## src/rtl/audio_pkg.sv

```systemverilog
// Shared types and defaults for the audio PCM FIFO refill controller.
package audio_pkg;

    localparam int unsigned DEFAULT_ADDR_WIDTH = 17;
    localparam int unsigned DEFAULT_BURST_LEN  = 16;
    localparam int unsigned LEN_WIDTH          = 16;
    localparam int unsigned BYTE_WIDTH         = 8;
    localparam int unsigned BURST_WIDTH        = 9;

    typedef enum logic [1:0] {
        ST_IDLE = 2'd0,
        ST_WAIT = 2'd1,
        ST_REQ  = 2'd2,
        ST_PUSH = 2'd3
    } state_e;

endpackage

```

## src/rtl/audio_fifo_dma.sv

```systemverilog
// Audio FIFO refill controller: fetches PCM bytes in bursts on almost-empty
// and shares the FIFO write port with host writes (host has priority).
module audio_fifo_dma
    import audio_pkg::*;
#(
    parameter int unsigned ADDR_WIDTH = DEFAULT_ADDR_WIDTH,
    parameter int unsigned BURST_LEN  = DEFAULT_BURST_LEN
) (
    input  logic                  clk,
    input  logic                  rst,
    input  logic                  cfg_enable,
    input  logic                  cfg_start,
    input  logic [ADDR_WIDTH-1:0] cfg_start_addr,
    input  logic [LEN_WIDTH-1:0]  cfg_length,
    input  logic                  cfg_loop,
    output logic                  busy,
    output logic                  done_irq,
    output logic                  mem_req,
    output logic [ADDR_WIDTH-1:0] mem_addr,
    input  logic                  mem_ack,
    input  logic [BYTE_WIDTH-1:0] mem_rddata,
    input  logic [BYTE_WIDTH-1:0] cpu_fifo_wrdata,
    input  logic                  cpu_fifo_write,
    input  logic                  fifo_full,
    input  logic                  fifo_almost_empty,
    output logic [BYTE_WIDTH-1:0] fifo_wrdata,
    output logic                  fifo_write
);

    state_e                  state_q, state_d;
    logic [ADDR_WIDTH-1:0]   addr_q, addr_d;
    logic [LEN_WIDTH-1:0]    remaining_q, remaining_d;
    logic [BURST_WIDTH-1:0]  burst_q, burst_d;
    logic [BYTE_WIDTH-1:0]   dma_byte_q, dma_byte_d;
    logic                    abort_q, abort_d;
    logic                    busy_d, done_irq_d, mem_req_d;
    logic [ADDR_WIDTH-1:0]   mem_addr_d;
    logic                    dma_push_c;
    logic [ADDR_WIDTH-1:0]   addr_inc_c;

    // DMA byte goes out only when the host is not writing and the FIFO has room.
    assign dma_push_c  = (state_q == ST_PUSH) && cfg_enable && !fifo_full && !cpu_fifo_write;
    assign addr_inc_c  = addr_q + ADDR_WIDTH'(1);

    // Write-port mux: host strobe always wins; a blocked DMA byte is simply retried.
    assign fifo_write  = cpu_fifo_write | dma_push_c;
    assign fifo_wrdata = cpu_fifo_write ? cpu_fifo_wrdata : dma_byte_q;

    // Next-state and next-output logic.
    always_comb begin
        state_d     = state_q;
        addr_d      = addr_q;
        remaining_d = remaining_q;
        burst_d     = burst_q;
        dma_byte_d  = dma_byte_q;
        abort_d     = abort_q;
        busy_d      = busy;
        done_irq_d  = 1'b0;
        mem_req_d   = mem_req;
        mem_addr_d  = mem_addr;

        case (state_q)
            ST_IDLE: begin
                if (cfg_start && cfg_enable && (cfg_length != '0)) begin
                    state_d     = ST_WAIT;
                    addr_d      = cfg_start_addr;
                    remaining_d = cfg_length;
                    busy_d      = 1'b1;
                    abort_d     = 1'b0;
                end
            end
            ST_WAIT: begin
                burst_d = BURST_WIDTH'(BURST_LEN);
                if (!cfg_enable) begin
                    state_d = ST_IDLE;
                    busy_d  = 1'b0;
                end else if (fifo_almost_empty) begin
                    state_d    = ST_REQ;
                    mem_req_d  = 1'b1;
                    mem_addr_d = addr_q;
                end
            end
            ST_REQ: begin
                // An abort cannot withdraw the request; remember it until the ack.
                if (!cfg_enable) begin
                    abort_d = 1'b1;
                end
                if (mem_ack) begin
                    mem_req_d  = 1'b0;
                    dma_byte_d = mem_rddata;
                    if (abort_q || !cfg_enable) begin
                        state_d = ST_IDLE;
                        busy_d  = 1'b0;
                        abort_d = 1'b0;
                    end else begin
                        state_d = ST_PUSH;
                    end
                end
            end
            ST_PUSH: begin
                if (!cfg_enable) begin
                    state_d = ST_IDLE;
                    busy_d  = 1'b0;
                end else if (dma_push_c) begin
                    addr_d      = addr_inc_c;
                    remaining_d = remaining_q - LEN_WIDTH'(1);
                    burst_d     = burst_q - BURST_WIDTH'(1);
                    if (remaining_q == LEN_WIDTH'(1)) begin
                        if (cfg_loop && (cfg_length != '0)) begin
                            state_d     = ST_WAIT;
                            addr_d      = cfg_start_addr;
                            remaining_d = cfg_length;
                        end else begin
                            state_d    = ST_IDLE;
                            busy_d     = 1'b0;
                            done_irq_d = 1'b1;
                        end
                    end else if (burst_q == BURST_WIDTH'(1)) begin
                        state_d = ST_WAIT;
                    end else begin
                        state_d    = ST_REQ;
                        mem_req_d  = 1'b1;
                        mem_addr_d = addr_inc_c;
                    end
                end
            end
            default: begin
                state_d = ST_IDLE;
            end
        endcase
    end

    // State and registered outputs.
    always_ff @(posedge clk or negedge rst) begin
        if (!rst) begin
            state_q     <= ST_IDLE;
            addr_q      <= '0;
            remaining_q <= '0;
            burst_q     <= '0;
            dma_byte_q  <= '0;
            abort_q     <= 1'b0;
            busy        <= 1'b0;
            done_irq    <= 1'b0;
            mem_req     <= 1'b0;
            mem_addr    <= '0;
        end else begin
            state_q     <= state_d;
            addr_q      <= addr_d;
            remaining_q <= remaining_d;
            burst_q     <= burst_d;
            dma_byte_q  <= dma_byte_d;
            abort_q     <= abort_d;
            busy        <= busy_d;
            done_irq    <= done_irq_d;
            mem_req     <= mem_req_d;
            mem_addr    <= mem_addr_d;
        end
    end

endmodule

```

## config.mk

```make
export PLATFORM = sky130hd
export DESIGN_NAME = audio_fifo_dma
export DESIGN_NICKNAME = d
export VERILOG_FILES = /design/src/rtl/audio_pkg.sv /design/src/rtl/audio_fifo_dma.sv
export SDC_FILE = /design/constraint.sdc
export NUM_CORES = 1
export LEC_CHECK = 0
export CAP_MARGIN = 0
export CORE_ASPECT_RATIO = 2
export CORE_MARGIN = 2
export CORE_UTILIZATION = 52
export DETAILED_ROUTE_END_ITERATION = 8
export PLACE_DENSITY = 0.79
export SETUP_SLACK_MARGIN = 0.4
export SYNTH_ARGS = -nofsm -noshare
export SYNTH_HDL_FRONTEND = slang
export SYNTH_SLANG_ARGS = --single-unit
```

## constraint.sdc

```tcl
create_clock -name clk -period 3.3 [get_ports clk]
set_input_delay 0.66 -clock clk [delete_from_list [all_inputs] [get_ports clk]]
set_output_delay 0.66 -clock clk [all_outputs]
set_load 0.01 [all_outputs]
```

==> results.py, run 1 <==
metrics = {
    "timing": {
        "period_needed_ps": 2700,
        "hold_slack_ps": 393,
        "fmax_ghz": 0.370,
        "hold_viol_final": 0,
        "worst_pin_slew_ps": 772,
        "setup-violations-final": 0,
        "period_share_pct": 81.9,
        "maxSlewViolCount": 0,
        "fin_ws_ps": 596,
        "tns_ps": 0,
        "rsz0062_at_grt": "false",
        "slew_headroom_pct": 48.5,
        "skew_ps": 4.86,
    },
    "route": {
        "firstDrtPassIters": 6,
        "totalWireLength_um": 11700,
        "ant_nets": 0,
        "drt_iter0_drc": 257,
        "drc": 0,
        "viasPerCell": 6.08,
        "drt-wirelength-per-cell_um": 18.3,
        "vias": 3906,
    },
    "placement": {
        "globalplace.congestion": 0.901,
        "dp_slack_ps": 330,
        "hpwl_um": 8570,
        "place_area_um2": 5390,
        "port_buffers": 86,
    },
    "synth": {
        "synth_edf_count": 0,
        "synth_cells": 455,
        "synth.yosys.seq_area_share_pct": 41.6,
        "ys_ff_latch": 73,
        "synth.distinct_cells": 51,
        "ys_warn_count": 0,
        "synth_fp_nets": 518,
        "synth_ff_type": "dfrtp_1",
        "synth.avg_cell_area_um2": 9.64,
        "syn_area_um2": 4390,
        "async_flop_share_pct": 100,
    },
    "worst_setup_path": {
        "path_class": "input pin to output pin",
        "rr_startpoint": "remaining_q[8]$_DFFE_PN0P_",
        "crit_path_end": "fifo_wrdata[3]",
        "rrSetupSlack_ps": 750,
        "end_kind": "output pin",
        "cp.arrival_ps": 2040,
        "crit_fanout": 11,
        "crit_family": "buffers and inverters",
        "cp_num_cells": 3,
        "cp.required_ps": 2640,
        "reg2reg_depth": 6,
        "cp-start-kind": "input pin",
        "cp_num_buf_inv": 2,
        "max_stage_delay_ps": 500,
        "slowest_stage": "dlygate4sd2_1",
        "worstPathCellList": "dlygate4sd2_1 > mux2_2 > clkdlybuf4s50_1",
        "crit_start": "cpu_fifo_write",
        "rr_endpoint": "mem_addr[2]$_DFFE_PN0P_",
    },
    "floorplanning": {
        "io_pins": 87,
        "dieWidth_um": 69.0,
        "die_area_um2": 9230,
        "coreArea_um2": 8230,
        "rows": 47,
        "die_y_um": 134,
        "initial_utilization_pct": 53.3,
    },
    "cells_and_area": {
        "syn_to_final_growth_pct": 31.5,
        "nNetsFinal": 602,
        "finalInstanceArea_um2": 5770,
        "drive_gt1_share_pct": 15.1,
        "antenna_cells": 0,
    },
    "cts": {
        "clk_path_buf_depth": 2,
        "hold_buffers": 0,
        "h-tree-depth": 3,
        "cts_buffers": 9,
        "cts.sinks": 73,
        "root_buffer": "clkbuf_16",
        "path_clk_slew_ps": 60,
        "cts_tree": "yes",
        "postCtsSetupRepairBufs": 0,
        "clock_latency_ps": 340,
    },
    "grt": {
        "overflow": 0,
        "groute.usage.overall_pct": 27.8,
        "first_global_vias": 4002,
        "antenna_found_initial": 0,
        "grt_max_degree": 41,
        "grt_pass1_wl_um": 19200,
    },
    "power": {
        "ir_drop_uv": 508,
        "p_per_area_nw_per_um2": 855,
        "leakagePower_nw": 2.29,
    },
    "worst_hold_path": {
        "hold_path_class": "input pin to asynchronous set/reset pin",
    },
    "status": {
        "outcome": "finished, final reports clean",
    },
    "run": {
        "cap_violations": 0,
    },
}
==> cells by family (layout without fill, tap and decap cells) <==
kind of cell,Yosys count,count (layout),share of synthesized area [%]
flip-flops,73,73,41.6
XOR/XNOR,22,22,4.39
adder cells (fa/ha/maj),5,5,1.43
AO/OA/AOI/OAI,95,95,14.9
multiplexers,60,60,15.6
buffers and inverters,45,134,4.45
AND/OR/NAND/NOR,155,155,17.6
==> layer usage <==
metal  wire, um  track usage (%)
met1       4300             30.8
met2       6430             47.9
met3        472             5.79
met4        518             14.6
met5          0                0
==> worst reg2reg max path: stages, from the launching register on <==
cell     delay, ps
dfrtp_1        420
or4_1          680
or4_4          570
o21ai_4        210
o21ai_4         80
buf_12         170
mux2_4         310
==> timing repair <==
action                     in CTS  in global routing
setup endpoints to repair       8                  5
resized for setup               1                  3
cloned                          0                  0
==> synth_stat cells, types with 7 or more instances <==
| cell type | number | area (um^2) |
|---|---|---|
| inv_1 | 16 | 60.1 |
| nor4_1 | 13 | 81.3 |
| o21ai_0 | 26 | 130 |
| a21oi_1 | 16 | 80.1 |
| nand3_1 | 25 | 125 |
| nand2_1 | 36 | 135 |
| clkbuf_1 | 20 | 75.1 |
| dfrtp_1 | 73 | 1830 |
| nor3_1 | 17 | 85.1 |
| mux2_4 | 9 | 135 |
| mux2i_1 | 20 | 200 |
| mux2_2 | 31 | 349 |
| nor2_1 | 31 | 116 |
| o22a_1 | 7 | 61.3 |
| xnor2_1 | 17 | 149 |
| o2bb2ai_1 | 10 | 87.6 |
==> flip-flops by register name, indices dropped and copies added, names as in the netlist <==
name and count:
busy 1, dma_byte_q 8, mem_req 1, mem_addr 17
burst_q 9, state_q 2, done_irq 1, addr_q 17
remaining_q 16, abort_q 1
==> area by class of cell <==
cell class / count / area, um^2
Clock inverter: 7 / 143
Fill cell: 649 / 2460
Sequential cell: 73 / 1830
Timing Repair Buffer: 102 / 1010
Multi-Input combinational cell: 337 / 2380
Inverter: 16 / 60.1
Clock buffer: 9 / 225
Tap cell: 98 / 123
==> worst min path at each step <==
| stage | start | end | slack (ps) | cells past startpoint |
|---|---|---|---|---|
| after floorplan | rst | abort_q$_DFFE_PN0P_ | 360 | 0 |
| after global placement | mem_req$_DFFE_PN0P_ | mem_req$_DFFE_PN0P_ | 470 | 1 |
| after detailed placement | mem_addr[9]$_DFFE_PN0P_ | mem_addr[9]$_DFFE_PN0P_ | 500 | 1 |
| after CTS | rst | addr_q[7]$_DFFE_PN0P_ | 410 | 1 |
| after global routing | rst | addr_q[7]$_DFFE_PN0P_ | 450 | 1 |
| final | rst | addr_q[7]$_DFFE_PN0P_ | 390 | 1 |
==> cells in the final DEF (no fill, tap or decap), types with 10 or more instances in the layout <==
cell,n
clkdlybuf4s50_1,83
dfrtp_1,73
nand2_1,36
mux2_2,31
nor2_1,31
o21ai_0,26
nand3_1,24
mux2i_1,20
xnor2_1,17
nor3_1,17
inv_1,16
a21oi_1,16
nor4_1,13
buf_4,13
o2bb2ai_1,10
==> metrics by stage <==
step                cells  utilization (%)  power (mW)
global route          642             70.1        5.24
finish                642             70.1        4.93
detailed placement    626             65.5        3.72
floorplan             455                -        2.96
global placement      626             65.5        3.65
CTS                   642             69.9        4.95
==> power breakdown <==
part	internal, mW	leakage, nW	total (mW)	switching (mW)
Clock	0.816	0.180	1.21	0.392
Sequential	1.29	0.878	1.71	0.424
Combinational	1.06	1.23	2.01	0.953
Note: power is estimated with default switching activity, not from simulation.
==> run 2: changes to the inputs <==
Settings changed: CORE_UTILIZATION 52 to 47, PLACE_DENSITY 0.79 to 0.76.
Clock period 3.3 ns to 2.4 ns, I/O delays scaled along.
==> results.py, run 2 (same netlist as run 1, synthesis figures left out) <==
metrics = {
    "timing": {
        "skew_ps": 8.13,
        "hold_viol_final": 0,
        "period_needed_ps": 2360,
        "rsz0062_at_grt": "true",
        "period_share_pct": 98.5,
        "slew_headroom_pct": 64.6,
        "fmax_ghz": 0.423,
        "worst_pin_slew_ps": 530,
        "setup-violations-final": 0,
        "maxSlewViolCount": 0,
    },
    "cells_and_area": {
        "final_cell_mix": "dfrtp_1 (72), clkdlybuf4s50_1 (61), buf_4 (55)",
        "top_regs": "addr_q (17), mem_addr (17), remaining_q (16)",
        "syn_to_final_growth_pct": 51.7,
        "antenna_cells": 0,
        "nNetsFinal": 671,
        "drive_gt1_share_pct": 29.9,
        "postLayoutCoreUtil_pct": 73.9,
        "layout_commonest_cell": "dfrtp_1",
        "finalInstanceArea_um2": 6660,
    },
    "placement": {
        "globalplace.congestion": 0.908,
        "hpwl_um": 9680,
        "place_area_um2": 5810,
        "port_buffers": 86,
    },
    "worst_setup_path": {
        "crit_fanout": 9,
        "cp.required_ps": 2620,
        "cp-start-kind": "flip-flop",
        "path_class": "flip-flop to flip-flop",
        "crit_start": "remaining_q[9]$_DFFE_PN0P_",
        "cp.arrival_ps": 2590,
        "rr_startpoint": "remaining_q[9]$_DFFE_PN0P_",
        "end_kind": "flip-flop",
    },
    "route": {
        "vias": 4313,
        "firstDrtPassIters": 5,
        "viasPerCell": 6.04,
        "drc": 0,
        "drt-wirelength-per-cell_um": 20.8,
        "drt_iter0_drc": 285,
        "ant_nets": 0,
        "totalWireLength_um": 14900,
    },
    "grt": {
        "antenna_found_initial": 0,
        "grt_max_degree": 34,
        "overflow": 0,
        "grt_pass1_wl_um": 23500,
        "first_global_vias": 4703,
        "groute.usage.overall_pct": 30.1,
    },
    "floorplanning": {
        "die_area_um2": 10200,
        "rows": 49,
        "die_y_um": 141,
        "dieWidth_um": 72.3,
        "initial_utilization_pct": 48.7,
        "coreArea_um2": 9010,
        "io_pins": 87,
    },
    "power": {
        "p_total_mw": 7.48,
        "ir_drop_uv": 669,
        "leakagePower_nw": 2.74,
        "p_per_area_nw_per_um2": 1120,
    },
    "status": {
        "outcome": "finished, final reports clean",
    },
    "worst_hold_path": {
        "hold_path_class": "input pin to asynchronous set/reset pin",
    },
    "cts": {
        "h-tree-depth": 3,
        "root_buffer": "clkbuf_16",
        "cts_tree": "yes",
        "clock_latency_ps": 350,
        "path_clk_slew_ps": 60,
        "clk_path_buf_depth": 2,
        "cts_buffers": 9,
        "cts.sinks": 73,
    },
    "run": {
        "cap_violations": 0,
    },
}
[run 2: changes by cell type in the layout (fill, tap and decap cells not counted), sizes merged, moves of 2 or more]
cell,change
buf,+67
clkdlybuf4s50,-22
clkbuf,+3
dlygate4sd2,+21
clkdlybuf4s15,+2
bufinv,-3
[run 2: repair_timing]
action,CTS,global route
hold buffers,0,0
pin swaps,32,7
resized for setup,87,17
gates cloned,5,2
buffers inserted,20,3
endpoints found under the setup margin,65,62
[run 2: cell type report]
type / count / area, um^2
clock buffers: 11 / 233
well taps: 102 / 128
clock inverters: 4 / 45.0
flip-flops and latches: 73 / 1830
inverters: 16 / 60.1
repair buffers: 171 / 1720
multi-input cells: 337 / 2640
fillers: 619 / 2350
[run 2: layer usage]
metal,up-vias,track usage (%),wire [um]
li1,1973,-,-
met1,2117,31.3,5130
met2,160,53.7,8210
met3,63,4.36,550
met4,0,20.6,962
met5,-,0,0
[run 2: through the flow]
step           TNS (ps)  std cells  worst slack [ps]  hold slack (ps)
6_report              0        714              36.6              109
5_1_grt               0        714              11.4              152
4_1_cts               0        709               107              127
2_1_floorplan      -285        455             -31.5              184
3_3_place_gp      -2540        669              -124              473
3_5_place_dp      -3910        669              -186              480
[run 2: critical path, stage by stage (launching register included)]
cell and delay, ps:
dfrtp_1 390, or4_4 580, or4_4 480, o21ai_4 200, o21ai_4 110, buf_12 170
mux2_4 290
[run 2: worst paths after layout]
| kind | endpoint | slack [ps] | cells after the start |
|---|---|---|---|
| max in group asynchronous | mem_addr[10]$_DFFE_PN0P_ | 1610 | 2 |
| worst min-delay path | state_q[1]$_DFFE_PN0P_ | 110 | 1 |
| worst min register to register | dma_byte_q[7]$_DFFE_PN0P_ | 510 | 1 |
| min in group clk | dma_byte_q[7]$_DFFE_PN0P_ | 510 | 1 |
| worst max-delay path | mem_addr[1]$_DFFE_PN0P_ | 40 | 6 |
| worst max register to register | mem_addr[1]$_DFFE_PN0P_ | 40 | 6 |
[run 2: where the power goes]
part | switching (mW) | internal, mW | total (mW)
clock | 0.515 | 0.794 | 1.31
sequential | 0.609 | 1.78 | 2.38
combinational | 1.71 | 2.07 | 3.78
==> run 3: changes to the inputs <==
Settings changed: ABC_AREA from default to 0.
==> results of run 3 <==
Final layout, timing and power as in run 2 (identical DEF).
